$ cat src/rtl/p_i_cache_ctrl_nway.sv
// Instruction-cache control FSM: hit/miss handling, line fill with replay, tree-PLRU
// victim selection and whole-cache invalidate sweep, for NUM_WAYS ways.
//
// state    | meaning
// ---------+-------------------------------------------------------------
// S_IDLE   | no request seen since reset; same outputs as S_HIT
// S_HIT    | serving lookups; hits respond in the same cycle
// S_MISS   | line fill outstanding on pmem, held address selected
// S_REPLAY | one-cycle re-lookup of the held address after the fill
// S_FLUSH  | invalidate sweep over all sets, one set per cycle
module p_i_cache_ctrl_nway #(
    parameter int NUM_WAYS = 4,
    parameter int NUM_SETS = 8,
    parameter int SET_W    = $clog2(NUM_SETS)
) (
    input  logic                clk,
    input  logic                rst,
    input  logic                mem_read,
    output logic                mem_resp,
    output logic                pmem_read,
    input  logic                pmem_resp,
    input  logic [NUM_WAYS-1:0] hit_vec,
    input  logic [NUM_WAYS-1:0] valid_vec,
    input  logic [NUM_WAYS-2:0] plru_in,
    input  logic                flush_req,
    output logic                flush_busy,
    output logic [NUM_WAYS-1:0] valid_load,
    output logic                valid_datain,
    output logic [NUM_WAYS-1:0] tag_load,
    output logic [NUM_WAYS-1:0] data_we,
    output logic                plru_load,
    output logic [NUM_WAYS-2:0] plru_datain,
    output logic                addr_sel,
    output logic                flush_mode,
    output logic [SET_W-1:0]    flush_set
);
    localparam int WAY_W = $clog2(NUM_WAYS);

    localparam logic [2:0] S_IDLE   = 3'd0;
    localparam logic [2:0] S_HIT    = 3'd1;
    localparam logic [2:0] S_MISS   = 3'd2;
    localparam logic [2:0] S_REPLAY = 3'd3;
    localparam logic [2:0] S_FLUSH  = 3'd4;

    logic [2:0]          state_q, state_d;
    logic                flush_pend_q, flush_pend_d;
    logic [SET_W-1:0]    cnt_q, cnt_d;
    logic                refetch_q, refetch_d;

    logic [WAY_W-1:0]    hit_way, inv_way, victim;
    logic                any_inv, any_hit;
    logic [NUM_WAYS-1:0] victim_oh;
    logic [NUM_WAYS-2:0] plru_upd;

    // Walk root to leaf, pointing every on-path node away from the accessed way.
    function automatic logic [NUM_WAYS-2:0] plru_touch(input logic [NUM_WAYS-2:0] p,
                                                       input logic [WAY_W-1:0] way);
        logic [NUM_WAYS-2:0] r;
        logic [WAY_W-1:0]    sh;
        logic                b;
        int                  node;
        r    = p;
        node = 0;
        for (int l = 0; l < WAY_W; l++) begin
            sh = way >> (WAY_W - 1 - l);
            b  = sh[0];
            r[WAY_W'(node)] = b;
            node = 2 * node + 1 + int'(b);
        end
        return r;
    endfunction

    function automatic logic [WAY_W-1:0] plru_victim(input logic [NUM_WAYS-2:0] p);
        logic [WAY_W-1:0] v;
        logic             b;
        int               node;
        v    = '0;
        node = 0;
        for (int l = 0; l < WAY_W; l++) begin
            b    = ~p[WAY_W'(node)];
            v    = WAY_W'({v, b});
            node = 2 * node + 1 + int'(b);
        end
        return v;
    endfunction

    always_comb begin
        hit_way = '0;
        inv_way = '0;
        any_inv = 1'b0;
        for (int i = NUM_WAYS - 1; i >= 0; i--) begin
            if (hit_vec[i]) hit_way = WAY_W'(i);
            if (!valid_vec[i]) begin
                inv_way = WAY_W'(i);
                any_inv = 1'b1;
            end
        end
    end

    assign any_hit   = |hit_vec;
    assign victim    = any_inv ? inv_way : plru_victim(plru_in);
    assign victim_oh = {{(NUM_WAYS-1){1'b0}}, 1'b1} << victim;
    assign plru_upd  = plru_touch(plru_in, hit_way);

    always_comb begin
        state_d      = state_q;
        flush_pend_d = flush_pend_q | flush_req;
        cnt_d        = cnt_q;
        refetch_d    = 1'b0;
        mem_resp     = 1'b0;
        pmem_read    = 1'b0;
        valid_load   = '0;
        valid_datain = 1'b0;
        tag_load     = '0;
        data_we      = '0;
        plru_load    = 1'b0;
        plru_datain  = plru_upd;
        addr_sel     = 1'b0;
        flush_mode   = 1'b0;
        flush_set    = '0;
        case (state_q)
            S_IDLE, S_HIT: begin
                // First cycle after a sweep re-presents the stalled address; its
                // lookup result is only valid next cycle, so neither respond nor miss.
                addr_sel = refetch_q;
                if (!refetch_q && mem_read && any_hit) begin
                    mem_resp  = 1'b1;
                    plru_load = 1'b1;
                end
                if (!refetch_q && mem_read && !any_hit) state_d = S_MISS;
                else if (flush_pend_q)                  state_d = S_FLUSH;
                else if (mem_read || refetch_q)         state_d = S_HIT;
            end
            S_MISS: begin
                addr_sel  = 1'b1;
                pmem_read = 1'b1;
                if (pmem_resp) begin
                    tag_load     = victim_oh;
                    valid_load   = victim_oh;
                    valid_datain = 1'b1;
                    data_we      = victim_oh;
                    state_d      = S_REPLAY;
                end
            end
            S_REPLAY: begin
                addr_sel = 1'b1;
                state_d  = S_HIT;
            end
            S_FLUSH: begin
                flush_mode  = 1'b1;
                flush_set   = cnt_q;
                valid_load  = '1;
                plru_load   = 1'b1;
                plru_datain = '0;
                if (cnt_q == SET_W'(NUM_SETS - 1)) begin
                    cnt_d        = '0;
                    flush_pend_d = 1'b0;
                    refetch_d    = 1'b1;
                    state_d      = S_HIT;
                end else begin
                    cnt_d = cnt_q + SET_W'(1);
                end
            end
            default: state_d = S_IDLE;
        endcase
        // Registers are already cleared by reset; only input-driven outputs need gating.
        if (rst) begin
            mem_resp  = 1'b0;
            plru_load = 1'b0;
        end
    end

    assign flush_busy = flush_pend_q | (state_q == S_FLUSH);

    always_ff @(posedge clk or posedge rst) begin
        if (rst) begin
            state_q      <= S_IDLE;
            flush_pend_q <= 1'b0;
            cnt_q        <= '0;
            refetch_q    <= 1'b0;
        end else begin
            state_q      <= state_d;
            flush_pend_q <= flush_pend_d;
            cnt_q        <= cnt_d;
            refetch_q    <= refetch_d;
        end
    end
endmodule

$ cat config.mk
export PLATFORM = sky130hd
export DESIGN_NAME = p_i_cache_ctrl_nway
export DESIGN_NICKNAME = d
export VERILOG_FILES = /design/src/rtl/p_i_cache_ctrl_nway.sv
export SDC_FILE = /design/constraint.sdc
export NUM_CORES = 1
export LEC_CHECK = 0
export BUFFER_PORTS_ARGS = -buffer_cell sky130_fd_sc_hd__buf_2
export CORE_MARGIN = 2
export CORE_UTILIZATION = 41
export DETAILED_ROUTE_END_ITERATION = 7
export PLACE_DENSITY = 0.82
export SLEW_MARGIN = 20
export SYNTH_ARGS = -nofsm -noshare
export SYNTH_HDL_FRONTEND = slang
export SYNTH_SLANG_ARGS = --single-unit
export TNS_END_PERCENT = 1
$ cat constraint.sdc
create_clock -name clk -period 2.37 [get_ports clk]
set_clock_uncertainty 0.2 [all_clocks]
set_input_delay 0.474 -clock clk [delete_from_list [all_inputs] [get_ports clk]]
set_output_delay 0.474 -clock clk [all_outputs]
set_load 0.05 [all_outputs]
==> reports/results.ini <==
[clock_network]
clock_latency_ps=270
root_buffer=clkbuf_4
cts_tree=built
cts.htree.levels=1
clk_path_buf_depth=2
cts.sinks=8
numCtsBuffers=3
clkTransAtPathRegs_ps=60

[timing]
fin_ws_ps=-64.2
fin_crit_sh_pct=103
fmax_mhz=411
drv_slew=0
relSlewSlack_pct=62.6
hold_viol=0
rsz0062_at_grt=true
worstMarginPinSlew_ps=556
finalCriticalPeriod_ps=2430
setup_viol=5

[yosys]
synth_edf_count=0
synth_seq_cells=8
ys_warn_count=0
seq_area_frac_synth_pct=30.9
postSynthCellCount=80
syn_avg_cell_area_sq_um=8.10
syn_nets=98
async_flop_share_pct=100
ys_types=32
syn_area_sq_um=648
synth_ff_type=dfrtp_1

[global_route]
grt_usage_pct=22.6
grtUsageMet3_pct=6.67
grt.busiest_layer=met2
antenna_found_initial=0
overflow=0
use_met2_pct=39.4
grt_start_max_net_pins=11
grt_first_pass_wirelength_um=3190
grt_pass1_vias=762
grt_util_met1_pct=25.6

[placement]
place.gp.congestion=0.745
io_buffers=40
post_dp_cell_area_sq_um=886
dp_hpwl_um=1330

[worst_setup_path]
critical_path_required_ps=1700
startpoint_type=flop
endpoint_kind=output pin
cp.arrival_ps=1760
cp_max_fo=4
criticalPathCategory=reg2out
cp_slowest_cell=or3b_4
crit_chain=and4bb_4 -> or3b_4 -> o21ai_2 -> buf_6
cp_num_buf_inv=1
slowest_delay_ps=420
cp_top_family=simple AND/OR/NAND/NOR gates

[routing]
vias=753
drt_pre_antenna_iters=4
drtIter0Drc=7
ant_nets=0
wire_per_inst_um=13.3
viasPerCell=5.38
wl_um=1860
drc=0

[finish]
fillCellCount=123
final_area_sq_um=1010
layout_commonest_cell=buf_2
syn2layout_area_growth_pct=55.8
drive_above_1_share_pct=52.4
final_util_pct=67.8
diodes=0
layout_common_cells=buf_2 (24), buf_4 (14), nand2_1 (10), clkbuf_4 (8)
fin_nets=144

[worst_hold_path]
hp-class=in2reg

[run_status]
failed_checks=setup timing
status=finished, violations left

[power_and_ir_drop]
vdd_ir_drop_max_v=0.000749
powerDensity_nw_per_um2=1270
leakagePower_nw=0.516
power_w=0.00129

[run]
maxCapViolCount=0

[die]
die_y_um=43.8
die-area_sq_um=1910
start_util_pct=43.5
rows=14
die_w_um=43.8
core_sq_um=1490
ioPinCount=41

cell type report:
type	count	area, sq um	share of cell area (%)
inverter	5	18.8	1.86
clock buffer	3	22.5	2.23
tap	16	20.0	1.98
multi-input combinational	60	429	42.5
sequential	8	201	20.0
timing repair buffer	48	318	31.5
per-stage QoR:
stage | worst slack [ps] | hold WS (ps) | std cells | TNS (ps)
finish | -64.2 | 274 | 140 | -149
CTS | -29.9 | 272 | 139 | -65.2
floorplan | -283 | 89.7 | 80 | -1830
detailed placement | 42.0 | 262 | 133 | 0
global placement | 96.5 | 251 | 133 | 0
global route | -104 | 293 | 140 | -652
layer usage:
layer / vias up / wire [um]
met2: 24 / 969
met4: 0 / 19
met3: 5 / 99
li1: 367 / -
met5: - / 0
met1: 357 / 775
worst register-to-register path, stage by stage (launching register included):
cell and delay, ps:
dfrtp_1 410, ha_1 220, ha_1 220, o21ai_0 180
o311ai_0 180, and4_1 240
report_power, final:
part | switching [W] | internal (W)
combinational | 0.000617 | 0.000324
sequential | 0.0000445 | 0.000187
clock | 0.0000544 | 0.0000585
cells by family (layout without fill, tap and decap cells):
kind of cell,Yosys count,after routing,synth area share (%)
buffers and inverters,12,56,10.8
multiplexers,1,1,1.54
AO/OA/AOI/OAI,15,15,15.8
flip-flops,8,8,30.9
AND/OR/NAND/NOR,42,42,37.1
adder cells (fa/ha/maj),2,2,3.86
state kept, by name (all words and copies together), names as in the netlist:
| signal | count |
|---|---|
| flush_pend_q | 1 |
| refetch_q | 1 |
| cnt_q | 3 |
| state_q | 3 |
Yosys cell counts (2+ instances only):
library cell   n  share of area, %
nor3b_1        2               2.3
nand2b_1       3               2.9
inv_1          4               2.3
buf_4          4               4.6
dfrtp_1        8                31
nor4_1         2               1.9
o21ai_2        2               2.7
o21ai_0        6               4.6
nor4b_1        2               2.7
buf_2          2               1.5
nor2_1        10               5.8
nand2_1       10               5.8
ha_1           2               3.9
and2_1         5               4.8
path summary, 6_finish.rpt:
check / startpoint / end / slack (ps) / depth (start not counted)
min in group asynchronous: rst / state_q[2] / 540 / 3
min reg2reg: cnt_q[1] / cnt_q[1] / 320 / 2
max reg2reg: cnt_q[0] / state_q[0] / 630 / 5
min: flush_req / flush_pend_q / 270 / 3
max in group asynchronous: rst / state_q[1] / 1180 / 3
max: state_q[0] / valid_load[3] / -60 / 4
what timing repair did:
item	4_1_cts	5_1_grt
buffers inserted	2	1
gates resized for setup	14	12
setup endpoints to repair	11	17
hold buffers	1	0
endpoints found under the hold margin	8	0
Power figures use the tool's default switching activity.
